$ cat src/rtl/riscv_ex_wb_buffer.sv
// EX-to-WB in-order result queue with DIFT tag pass-through
// and a combinational youngest-match forwarding lookup.
module riscv_ex_wb_buffer #(
  parameter int DATA_WIDTH = 32,
  parameter int TAG_WIDTH  = 1,
  parameter int ADDR_WIDTH = 5,
  parameter int DEPTH      = 2
) (
  input  logic                         clk,
  input  logic                         rst_n,
  input  logic                         flush_i,
  input  logic                         in_valid_i,
  output logic                         in_ready_o,
  input  logic [ADDR_WIDTH-1:0]        in_waddr_i,
  input  logic [DATA_WIDTH-1:0]        in_wdata_i,
  input  logic [TAG_WIDTH-1:0]         in_wdata_tag_i,
  input  logic                         in_we_tag_i,
  output logic                         out_valid_o,
  input  logic                         out_ready_i,
  output logic [ADDR_WIDTH-1:0]        out_waddr_o,
  output logic [DATA_WIDTH-1:0]        out_wdata_o,
  output logic [TAG_WIDTH-1:0]         out_wdata_tag_o,
  output logic                         out_we_tag_o,
  input  logic [ADDR_WIDTH-1:0]        fwd_raddr_i,
  output logic                         fwd_hit_o,
  output logic [DATA_WIDTH-1:0]        fwd_wdata_o,
  output logic [TAG_WIDTH-1:0]         fwd_tag_o,
  output logic [$clog2(DEPTH+1)-1:0]   count_o
);

  localparam int CNT_W = $clog2(DEPTH + 1);
  localparam int PTR_W = (DEPTH > 1) ? $clog2(DEPTH) : 1;
  localparam int AGE_W = CNT_W + 1;

  localparam logic [PTR_W-1:0] PTR_LAST = PTR_W'(DEPTH - 1);
  localparam logic [CNT_W-1:0] CNT_FULL = CNT_W'(DEPTH);

  logic [ADDR_WIDTH-1:0] waddr_q [DEPTH];
  logic [DATA_WIDTH-1:0] wdata_q [DEPTH];
  logic [TAG_WIDTH-1:0]  tag_q   [DEPTH];
  logic                  wetag_q [DEPTH];

  logic [PTR_W-1:0] rptr_q, rptr_d;
  logic [PTR_W-1:0] wptr_q, wptr_d;
  logic [CNT_W-1:0] count_q, count_d;

  logic push;
  logic pop;

  assign in_ready_o  = (count_q < CNT_FULL);
  assign out_valid_o = (count_q != '0);
  assign push        = in_valid_i & in_ready_o;
  assign pop         = out_valid_o & out_ready_i;

  assign out_waddr_o     = waddr_q[rptr_q];
  assign out_wdata_o     = wdata_q[rptr_q];
  assign out_wdata_tag_o = tag_q[rptr_q];
  assign out_we_tag_o    = wetag_q[rptr_q];
  assign count_o         = count_q;

  function automatic logic [PTR_W-1:0] ptr_inc(
    input logic [PTR_W-1:0] p
  );
    return (p == PTR_LAST) ? '0 : p + PTR_W'(1);
  endfunction

  always_comb begin
    rptr_d  = rptr_q;
    wptr_d  = wptr_q;
    count_d = count_q;
    if (flush_i) begin
      count_d = '0;
      rptr_d  = wptr_q;
    end else begin
      if (push) wptr_d = ptr_inc(wptr_q);
      if (pop)  rptr_d = ptr_inc(rptr_q);
      unique case ({push, pop})
        2'b10:   count_d = count_q + CNT_W'(1);
        2'b01:   count_d = count_q - CNT_W'(1);
        default: count_d = count_q;
      endcase
    end
  end

  always_ff @(posedge clk) begin
    if (!rst_n) begin
      rptr_q  <= '0;
      wptr_q  <= '0;
      count_q <= '0;
      for (int i = 0; i < DEPTH; i++) begin
        waddr_q[i] <= '0;
        wdata_q[i] <= '0;
        tag_q[i]   <= '0;
        wetag_q[i] <= 1'b0;
      end
    end else begin
      rptr_q  <= rptr_d;
      wptr_q  <= wptr_d;
      count_q <= count_d;
      if (push && !flush_i) begin
        waddr_q[wptr_q] <= in_waddr_i;
        wdata_q[wptr_q] <= in_wdata_i;
        tag_q[wptr_q]   <= in_wdata_tag_i;
        wetag_q[wptr_q] <= in_we_tag_i;
      end
    end
  end

  // Age 0 is the head; the occupied entry with the largest age wins.
  logic [AGE_W-1:0] slot;
  logic [AGE_W-1:0] rp;
  logic [AGE_W-1:0] age;
  logic [AGE_W-1:0] best_age;

  always_comb begin
    fwd_hit_o   = 1'b0;
    fwd_wdata_o = '0;
    fwd_tag_o   = '0;
    best_age    = '0;
    slot        = '0;
    age         = '0;
    rp          = AGE_W'(rptr_q);
    for (int s = 0; s < DEPTH; s++) begin
      slot = AGE_W'(s);
      age  = (slot >= rp) ? (slot - rp)
                          : (slot + AGE_W'(DEPTH) - rp);
      if ((fwd_raddr_i != '0) &&
          (age < AGE_W'(count_q)) &&
          (waddr_q[s] == fwd_raddr_i) &&
          (!fwd_hit_o || (age > best_age))) begin
        fwd_hit_o   = 1'b1;
        best_age    = age;
        fwd_wdata_o = wdata_q[s];
        fwd_tag_o   = tag_q[s];
      end
    end
  end

endmodule

$ cat config.mk
export PLATFORM = sky130hd
export DESIGN_NAME = riscv_ex_wb_buffer
export DESIGN_NICKNAME = d
export VERILOG_FILES = /design/src/rtl/riscv_ex_wb_buffer.sv
export SDC_FILE = /design/constraint.sdc
export NUM_CORES = 1
export LEC_CHECK = 0
export BUFFER_PORTS_ARGS = -buffer_cell sky130_fd_sc_hd__buf_2
export CAP_MARGIN = 10
export CORE_ASPECT_RATIO = 0.5
export CORE_UTILIZATION = 45
export CTS_CLUSTER_DIAMETER = 60
export DETAILED_ROUTE_END_ITERATION = 8
export PLACE_DENSITY_LB_ADDON = 0.12
export SLEW_MARGIN = 20
export SYNTH_ARGS = -nofsm -noshare
export SYNTH_HDL_FRONTEND = slang
export SYNTH_SLANG_ARGS = --single-unit
$ cat constraint.sdc
create_clock -name clk -period 2.69 [get_ports clk]
set_input_delay 0.538 -clock clk [delete_from_list [all_inputs] [get_ports clk]]
set_output_delay 0.538 -clock clk [all_outputs]
set_load 0.1 [all_outputs]
==> results of run 1 <==
## flip-flops by register name, indices dropped and copies added, names as in the netlist, named ones only
signal,cells
waddr_q,10
count_o,2
tag_q,2
wetag_q,2
rptr_q,1
wdata_q,64
wptr_q,1
## cell type report
type / instances / area (um^2)
Clock buffer: 11 / 232.7
Clock inverter: 5 / 101.3
Fill cell: 606 / 2311
Inverter: 5 / 22.52
Multi-Input combinational cell: 265 / 2242
Sequential cell: 83 / 2411
Tap cell: 117 / 146.4
Timing Repair Buffer: 149 / 1511
## cells in the mapped netlist
master,number
and2_1,75
edfxtp_1,74
nand2_1,70
mux2_1,39
o22ai_1,33
clkbuf_1,12
buf_2,9
dfxtp_1,9
xor2_1,7
xnor2_1,6
buf_6,4
inv_1,4
nor2_1,4
nand2b_1,3
nor3_1,3
o21ai_1,3
a211oi_1,2
a21oi_1,2
a22o_1,2
o21a_1,2
o21ai_0,2
or3_1,2
a211o_1,1
a2bb2oi_1,1
buf_1,1
ha_1,1
inv_2,1
nand3_1,1
nand4_1,1
nor2b_1,1
nor4_4,1
o211ai_1,1
or2_2,1
or4_1,1
## per-layer routing
layer	GRT usage (%)	wire length (um)
met1	31.02	5038
met3	5.823	731
met5	0	0
met2	40.94	5561
met4	7.204	57
## final timing paths
kind / slack (ns) / endpoint / from
worst min-delay path: 0.43 / wetag_q[1]$_DFF_P_ / in_we_tag_i
worst min register to register: 0.46 / wetag_q[1]$_DFF_P_ / wetag_q[1]$_DFF_P_
worst max register to register: 0.78 / wdata_q[0][29]$_SDFFCE_PN0P_ / count_o[1]$_SDFFE_PP0P_
worst max-delay path: -0.04 / fwd_tag_o / waddr_q[1][4]$_SDFFCE_PN0P_
## timing repair
| item | in CTS | in global routing |
|---|---|---|
| setup buffers | 3 | 3 |
| resized for setup | 12 | 5 |
| pin swaps | 11 | 7 |
| endpoints found under the setup margin | 33 | 34 |
| gates cloned | 4 | 3 |
## stage by stage
step	power [uW]	instance area, um^2	setup slack, ns
after floorplan	2221	4800	-0.1526
after global placement	2389	6066	0.06806
after detailed placement	2398	6066	0.02292
after CTS	3781	6568	-0.04627
after global routing	3895	6668	-0.1693
final	3768	6668	-0.04220
## layout by cell type, fill, tap and decap left out, types with 2 or more instances in the layout
cell / instances
nand2_1: 70
xor2_2: 4
mux2_1: 39
edfxtp_1: 74
clkbuf_16: 12
xnor2_1: 6
dfxtp_1: 6
o21ai_0: 2
a211oi_1: 2
nand2b_1: 2
buf_2: 91
buf_16: 4
o22ai_4: 33
nor3_2: 2
buf_4: 12
or3_1: 2
dfxtp_4: 2
buf_12: 37
xor2_1: 3
o21ai_1: 3
nor2_1: 4
clkinvlp_4: 2
clkbuf_1: 2
a21oi_1: 2
a22o_1: 2
bufinv_16: 3
inv_1: 3
and2_1: 75
## kinds of logic (layout without fill, tap and decap cells)
family / after synthesis / count (layout) / synth area share, %
compound gates: 49 / 49 / 7.328
fa+ha+maj: 1 / 1 / 0.2919
buf+inv: 31 / 170 / 3.678
xor+xnor: 13 / 13 / 2.657
simple gates: 163 / 163 / 19.74
flops: 83 / 83 / 56.06
mux: 39 / 39 / 10.25
## worst reg2reg max path, delay by kind of cell (launching register included)
| kind | cells | cell delay [ns] |
|---|---|---|
| buffers and inverters | 2 | 0.36 |
| DFF | 1 | 0.38 |
| and+or+nand+nor | 3 | 0.83 |
## power by group
group | internal [uW] | leakage, uW | switching [uW]
registers | 1480 | 0.000851 | 40.9
logic | 203 | 0.00149 | 674
clock network | 904 | 0.000157 | 468
==> summary.md, run 1 <==
| Metric | Value |
|---|---|
| Layout area overhead | 55.59% |
| Total of max-cap violations | 0 |
| Avg Inst Size Synth | 11.31 um^2 |
| Later-pin clock latency in the skew report | 0.33 ns |
| Top post-synthesis cells by area | edfxtp_1, and2_1, mux2_1 |
| Total Die Area | 9941 um^2 |
| Crit Path Class | reg -> out |
| Vias in the first global route | 3,380 |
| CTS root buffer | clkbuf_16 |
| Initial antenna violation count | 0 |
| RSZ-0062 raised after global routing | yes |
| Pins over their slew limit | 0 |
| Total core area | 8979 um^2 |
| VDD IR-drop max | 339.8 uV |
| Hold-fix buffers at CTS | 0 |
| CTS sink cnt | 83 |
| Cell taking the most area after synthesis | edfxtp_1 |
| Setup TNS | -0.3025 ns |
| # H-tree levels | 3 |
| Clk_skew | 0.003007 ns |
| R2R cell count | 5 |
| Number of cells on the worst hold path | 3 |
| Via density | 5.301 |
| Sequential area share after synthesis | 56.06% |
| Power Density | 565.1 nW/um^2 |
| Tmin final | 2.732 ns |
| Syn Inst Count | 379 |
| Max Freq | 0.3660 GHz |
| CP peak stage delay | 0.43 ns |
| Worst-Margin Slew | 0.5023 ns |
| DRC viols | 0 |
| Hold WC Path Type | in -> reg |
| Final Util | 74.26% |
| Nets | 563 |
| Critical path capture point type | primary output |
| TritonCTS clock tree | done |
| WL final | 11,390 um |
| Width of the chip | 140.0 um |
| Initial Util | 47.73% |
| Cell variety after synth | 34 |
| Critical path cell sequence | xor2_2 -> nor4_4 -> buf_4 -> a211o_4 -> clkbuf_16 -> o22ai_4 -> buf_12 |
| Initial DRC Count | 170 |
| Synth top area share | 51.85% |
| HPWL after detailed placement | 7077 um |
| IO buf count | 125 |
| Synth Net Count | 429 |
| Yosys reg bits | 83 |
| Clock Tree Buf Depth | 2 |
| Final setup violation count | 19 |
| Via count | 3,366 |
| Router iterations before antenna repair | 5 |
| GRT Residual Overflow | 0 |
| Share of layout cells above drive strength 1 | 40.93% |
| Top-Level Pins | 126 |
| Final Hold Fails | 0 |
| Failing checks | negative setup slack |
| Area of the mapped netlist | 4285 um^2 |
| Die height | 71.01 um |
| Worst setup SP type | flop |
| Finished Layout Cells | 635 |
| Dpl cells | 607 |
| Setup ws final | -0.04220 ns |
| Synthesis warning total | 0 |
| Cell family with most CP delay | buffers and inverters |
| Largest net degree at the start of global routing | 42 |
| P_leak | 0.002495 uW |
| Drt wl/cell | 17.93 um |
| Antenna Nets Post-Route | 0 |
| Slowest-stage cell, CP | edfxtp_1 |
| Gpl congestion | 0.8162 |
| Worst hold slack | 0.4301 ns |
| First-pass GRT wire length | 17,950 um |
| CTS Buf Count | 9 |
| Number of cells on the critical path | 7 |
| Rows | 24 |
| Crit path arrival time | 2.19 ns |
| Antenna fix cells | 0 |
| Total track usage | 24.12% |
| Reg clk slew, reported paths | 0.06 ns |
| Required time worst endpoint | 2.15 ns |
| Worst path buffer plus inverter count | 3 |
| Status | finished with violations |
| Slew margin rel. | 66.74% |
| Crit path max fanout | 8 |
| Crit share post-route | 101.6% |
(Power assumes the default switching activity.)
==> run 2: changes to the inputs <==
Settings changed: MAX_ROUTING_LAYER set to met4.
==> summary.md, run 2 (synthesized netlist as in run 1, its figures left out) <==
| Metric | Value |
|---|---|
| Failing checks | negative setup slack |
| Max reg flops | 64 (unchanged) |
| Layout area overhead | 55.59% (unchanged) |
| Cell family with most CP delay | compound AO/OA/AOI/OAI gates |
| Initial Util | 47.73% (unchanged) |
| Router iterations before antenna repair | 5 (unchanged) |
| RSZ-0062 raised after global routing | yes |
| Setup ws final | -0.04164 ns (+0.0005598 ns) |
| CP peak stage delay | 0.44 ns (about the same) |
| First-pass GRT wire length | 17,910 um (-0.19%) |
| Worst-Margin Slew | 0.5029 ns (+0.0005540 ns) |
| P_leak | 0.002495 uW (unchanged) |
| Clk_skew | 0.004971 ns (+0.001964 ns) |
| Most frequent cells in the layout | buf_2, and2_1, edfxtp_1 |
| Rows | 24 (unchanged) |
| Via count | 3,346 (-0.59%) |
| Worst path buffer plus inverter count | 3 (unchanged) |
| Worst setup SP type | flop |
| Largest registers | wdata_q: 64 flops, waddr_q: 10 flops |
| Via density | 5.269 (-0.59%) |
| Pins over their slew limit | 0 (unchanged) |
| Slowest-stage cell, CP | edfxtp_1 |
| Final setup violation count | 15 (-4) |
| P_sw | 1190 uW (+0.65%) |
| IO buf count | 125 (unchanged) |
| Total core area | 8979 um^2 (unchanged) |
| Initial antenna violation count | 0 (unchanged) |
| Crit Path Class | reg -> out |
| Multi-input gate area | 2242 um^2 (unchanged) |
| Initial DRC Count | 167 (-1.8%) |
| Top-Level Pins | 126 (unchanged) |
| Setup TNS | -0.2272 ns (+0.07525 ns) |
| Drt wl/cell | 18.00 um (+0.35%) |
| Commonest non-fill, non-tap cell in the layout | buf_2 |
| Crit path arrival time | 2.19 ns (about the same) |
| Fillers | 604 (-0.33%) |
| Largest net degree at the start of global routing | 42 (unchanged) |
| CTS Buf Count | 9 (unchanged) |
| Finished Cell Area | 6668 um^2 (unchanged) |
| # H-tree levels | 3 (unchanged) |
| Required time worst endpoint | 2.15 ns (about the same) |
| Sequential cell area | 2411 um^2 (unchanged) |
| Clock Tree Buf Depth | 2 (unchanged) |
| P_int | 2585 uW (about the same) |
| Most flop-heavy register | wdata_q |
| Tmin final | 2.732 ns (-0.0005598 ns) |
| Nets | 563 (unchanged) |
| Crit path max fanout | 8 (unchanged) |
| Total track usage | 24.83% (+0.71 points) |
| Status | finished with violations |
| Max Freq | 0.3661 GHz (about the same) |
| GRT Residual Overflow | 0 (unchanged) |
| Gpl congestion | 0.8283 (+1.5%) |
| Later-pin clock latency in the skew report | 0.33 ns (about the same) |
| Antenna Nets Post-Route | 0 (unchanged) |
| Switching share of power | 31.53% (+0.14 points) |
| Clock power frac | 36.6% (+0.2 points) |
| Width of the chip | 140.0 um (unchanged) |
| Critical path cell sequence | xor2_2 -> nor4_4 -> buf_4 -> a211o_4 -> clkbuf_16 -> o22ai_4 -> buf_12 |
| WL final | 11,430 um (+0.35%) |
| TritonCTS clock tree | done |
| Final Hold Fails | 0 (unchanged) |
| Critical path capture point type | primary output |
| Die height | 71.01 um (unchanged) |
| Reg clk slew, reported paths | 0.06 ns (about the same) |
| Share of layout cells above drive strength 1 | 40.93% (unchanged) |
| CTS sink cnt | 83 (unchanged) |
| Power Density | 566.2 nW/um^2 (+0.21%) |
| Vias in the first global route | 3,395 (+0.44%) |
| VDD IR-drop max | 340.3 uV (+0.14%) |
| Crit share post-route | 101.5% (about the same) |
| Hold-fix buffers at CTS | 0 (unchanged) |
| Combinational cell fraction of total power | 23.2% (about the same) |
| Total Die Area | 9941 um^2 (unchanged) |
| Flop pwr share | 40.2% (about the same) |
| Hold WC Path Type | in -> reg |
| HPWL after detailed placement | 7077 um (unchanged) |
| Dpl cell area | 6066 um^2 (unchanged) |
| Total of max-cap violations | 0 (unchanged) |
| Antenna fix cells | 0 (unchanged) |
| Slew margin rel. | 66.70% (about the same) |
| DRC viols | 0 (unchanged) |
| CTS root buffer | clkbuf_16 |
run 2: cell counts in the layout (fill, tap and decap cells not counted):
No cell type changed its count.
run 2: timing repair:
item,in CTS,in global routing
setup buffers,3,3
gates resized for setup,12,5
pin swaps,11,7
cloned,4,3
endpoints found under the setup margin,33,34
endpoints found under the hold margin,0,0
run 2: power by group through the flow:
stage / clock network, uW / registers, uW / logic (uW)
after floorplan: 0 / 1540 / 679
after global placement: 0 / 1540 / 850
after detailed placement: 0 / 1540 / 855
after CTS: 1390 / 1520 / 869
after global routing: 1450 / 1530 / 916
final: 1380 / 1520 / 877
run 2: layer usage:
| layer | wire, um | GRT usage (%) | vias to the layer above |
|---|---|---|---|
| met5 | 0 | - | - |
| met4 | 66 | 7.204 | 0 |
| met3 | 720 | 5.213 | 8 |
| met2 | 5551 | 40.94 | 107 |
| met1 | 5089 | 31.20 | 1622 |
| li1 | - | - | 1609 |
run 2: final timing paths:
path                            depth (start not counted)  slack, ns                      endpoint                        start
worst max-delay path                                    7      -0.04                     fwd_tag_o  waddr_q[1][2]$_SDFFCE_PN0P_
worst min register to register                          2       0.46            wetag_q[1]$_DFF_P_           wetag_q[1]$_DFF_P_
worst max register to register                          5       0.78  wdata_q[0][22]$_SDFFCE_PN0P_      count_o[1]$_SDFFE_PP0P_
worst min-delay path                                    3       0.43            wetag_q[1]$_DFF_P_                  in_we_tag_i
run 2: final cells by class:
cell class                      count  share of cell area, %
Tap cell                          117                  2.196
Clock inverter                      5                  1.520
Inverter                            5                 0.3378
Clock buffer                       11                  3.490
Sequential cell                    83                  36.16
Multi-Input combinational cell    265                  33.63
Timing Repair Buffer              149                  22.67
run 2: worst register-to-register path, cell delays in order (launching register included):
cell      delay, ns
dfxtp_4        0.38
nand2b_1       0.24
or3_1          0.37
and2_1         0.22
inv_2          0.13
buf_12         0.24
run 2: stage by stage:
stage | setup slack (ns) | utilization, % | hold slack (ns) | power, uW | instances
3_5_place_dp | 0.02292 | 67.56 | 0.4501 | 2398 | 607
6_report | -0.04164 | 74.26 | 0.4290 | 3775 | 635
5_1_grt | -0.1676 | 74.26 | 0.4195 | 3894 | 635
4_1_cts | -0.04627 | 73.15 | 0.4239 | 3781 | 630
2_1_floorplan | -0.1526 | - | 0.4329 | 2221 | 379
3_3_place_gp | 0.06806 | 67.56 | 0.4459 | 2389 | 607
==> run 3: changes to the inputs <==
Clock period 2.69 ns to 2.4 ns, I/O delays scaled along.
==> summary.md, run 3 (synthesized netlist as in run 1, its figures left out) <==
| Metric | Value |
|---|---|
| Via density | 5.261 (-0.15%) |
| Final setup violation count | 33 (+18) |
| CTS Buf Count | 9 (unchanged) |
| Cell family with most CP delay | buffers and inverters |
| P_leak | 0.002448 uW (-1.9%) |
| Tmin final | 2.672 ns |
| Die height | 71.01 um (unchanged) |
| Largest net degree at the start of global routing | 42 (unchanged) |
| Met2 Use GR | 38.72% (-2.2 points) |
| Later-pin clock latency in the skew report | 0.33 ns (about the same) |
| Max reg flops | 64 (unchanged) |
| Clock Tree Buf Depth | 2 (unchanged) |
| Rows | 24 (unchanged) |
| Antenna Nets Post-Route | 0 (unchanged) |
| DRC viols | 0 (unchanged) |
| Total of max-cap violations | 0 (unchanged) |
| Drt wl/cell | 16.66 um (-7.4%) |
| Number of cells on the critical path | 7 (unchanged) |
| CTS root buffer | clkbuf_16 |
| Crit share post-route | 111.3% |
| Critical path capture point type | primary output |
| HPWL after detailed placement | 7338 um (+3.7%) |
| RSZ-0062 raised after global routing | yes |
| Critical path cell sequence | xor2_2 -> nor4_4 -> o211ai_1 -> buf_4 -> clkbuf_16 -> o22ai_4 -> buf_12 |
| Reg clk slew, reported paths | 0.06 ns (about the same) |
| Multi-input gate area | 2267 um^2 (+1.1%) |
| Worst hold slack | 0.3699 ns (-0.05913 ns) |
| Setup ws final | -0.2723 ns (-0.2307 ns) |
| Antenna fix cells | 0 (unchanged) |
| Hold WC Path Type | in -> reg |
| Fillers | 624 (+3.3%) |
| Worst path buffer plus inverter count | 3 (unchanged) |
| Max Freq | 0.3742 GHz |
| Crit path max fanout | 4 (-4) |
| R2r setup slk | 0.42 ns (-0.36 ns) |
| Final Hold Fails | 0 (unchanged) |
| Vias in the first global route | 3,376 (-0.56%) |
| R2R cell count | 5 (unchanged) |
| Initial antenna violation count | 0 (unchanged) |
| Most frequent cells in the layout | buf_2, and2_1, edfxtp_1 |
| Total core area | 8979 um^2 (unchanged) |
| Crit Path Class | reg -> out |
| Router iterations before antenna repair | 4 (-1) |
| Number of cells on the worst hold path | 3 (unchanged) |
| Pins over their slew limit | 0 (unchanged) |
| GRT busiest layer | met2 |
| Hold worst-path end | wetag_q[1]$_DFF_P_ |
| IO buf count | 125 (unchanged) |
| CP peak stage delay | 0.43 ns (about the same) |
| Sequential cell area | 2411 um^2 (unchanged) |
| Via count | 3,320 (-0.78%) |
| VDD IR-drop max | 413.0 uV (+21%) |
| Met3 GRT Util | 5.484% (+0.27 points) |
| Crit path arrival time | 2.19 ns (about the same) |
| Status | finished with violations |
| Slew margin rel. | 66.38% (-0.33 points) |
| # H-tree levels | 3 (unchanged) |
| Share of layout cells above drive strength 1 | 41.05% (+0.12 points) |
| Width of the chip | 140.0 um (unchanged) |
| Initial DRC Count | 134 (-20%) |
| Layout area overhead | 52.88% |
| GR met1 Demand/Resource | 28.63% (-2.6 points) |
| Worst setup SP type | flop |
| Slowest-stage cell, CP | edfxtp_1 |
| Clk_skew | 0.004496 ns (-0.0004749 ns) |
| Required time worst endpoint | 1.92 ns (-0.23 ns) |
| Worst r2r src | count_o[1]$_SDFFE_PP0P_ |
| WL final | 10,510 um (-8.0%) |
| Worst-Margin Slew | 0.5079 ns (+0.004954 ns) |
| Nets | 559 (-0.71%) |
| Top-Level Pins | 126 (unchanged) |
| Total track usage | 23.39% (-1.4 points) |
| Power Density | 592.8 nW/um^2 (+4.7%) |
| Largest registers | wdata_q: 64 flops, waddr_q: 10 flops |
| Design Power | 3884 uW (+2.9%) |
| DP Worst Slack | -0.1322 ns (-0.1551 ns) |
| Critical R2R Capture | wdata_q[0][24]$_SDFFCE_PN0P_ |
| Most flop-heavy register | wdata_q |
| Hold_sp | in_we_tag_i |
| CTS sink cnt | 83 (unchanged) |
| First-pass GRT wire length | 17,020 um (-5.0%) |
| Gpl congestion | 0.8548 (+3.2%) |
| Commonest non-fill, non-tap cell in the layout | buf_2 |
| Final Util | 72.97% (-1.3 points) |
| GRT Residual Overflow | 0 (unchanged) |
| Initial Util | 47.73% (unchanged) |
| TritonCTS clock tree | done |
| Total Die Area | 9941 um^2 (unchanged) |
| Failing checks | negative setup slack |
[run 3: cell count changes in the layout (fill, tap and decap cells not counted), sizes merged]
cell and delta:
buf -2, clkbuf -1, clkinvlp -1, clkinv +3, bufinv -3
[run 3: tightest hold or removal path, stage by stage]
cell and delay [ns]:
buf_2 0.09, nand2_1 0.04, o21ai_1 0.05
[run 3: how the worst max path moves through the flow]
stage | startpoint | endpoint | slack [ns]
after global routing | waddr_q[0][4]$_SDFFCE_PN0P_ | fwd_wdata_o[8] | -0.35
final | waddr_q[1][4]$_SDFFCE_PN0P_ | fwd_wdata_o[13] | -0.27
after floorplan | fwd_raddr_i[4] | fwd_wdata_o[10] | -0.33
after CTS | waddr_q[0][4]$_SDFFCE_PN0P_ | fwd_wdata_o[15] | -0.26
after global placement | fwd_raddr_i[4] | fwd_wdata_o[3] | -0.1
after detailed placement | fwd_raddr_i[4] | fwd_wdata_o[8] | -0.13
[run 3: through the flow]
step,cell area (um^2),setup TNS [ns],instances
after global placement,6183,-2.613,611
final,6551,-7.740,631
after global routing,6551,-10.88,631
after CTS,6513,-7.963,631
after detailed placement,6183,-3.167,611
after floorplan,4840,-10.09,379
[run 3: final cells by class]
class | instances | share of cell area [%]
clock inverters | 4 | 0.2674
multi-input cells | 265 | 34.61
clock buffers | 12 | 3.610
repair buffers | 145 | 22.14
well taps | 117 | 2.235
inverters | 5 | 0.3438
flip-flops and latches | 83 | 36.80
[run 3: timing repair]
item,in CTS,in global routing
setup buffers,3,0
setup endpoints to repair,34,34
endpoints found under the hold margin,0,0
pin swaps,18,6
gates resized for setup,8,4
hold buffers,0,0
gates cloned,2,1
[run 3: routing by layer]
layer,routed length (um),up-vias
met4,170,0
met1,4782,1589
met3,476,17
met2,5082,106
li1,-,1608
met5,0,-
[run 3: report_power, final]
group	total [uW]	switching [uW]	internal, uW
clock	1200	510	691
combinational	976	748	228
sequential	1710	51.3	1660
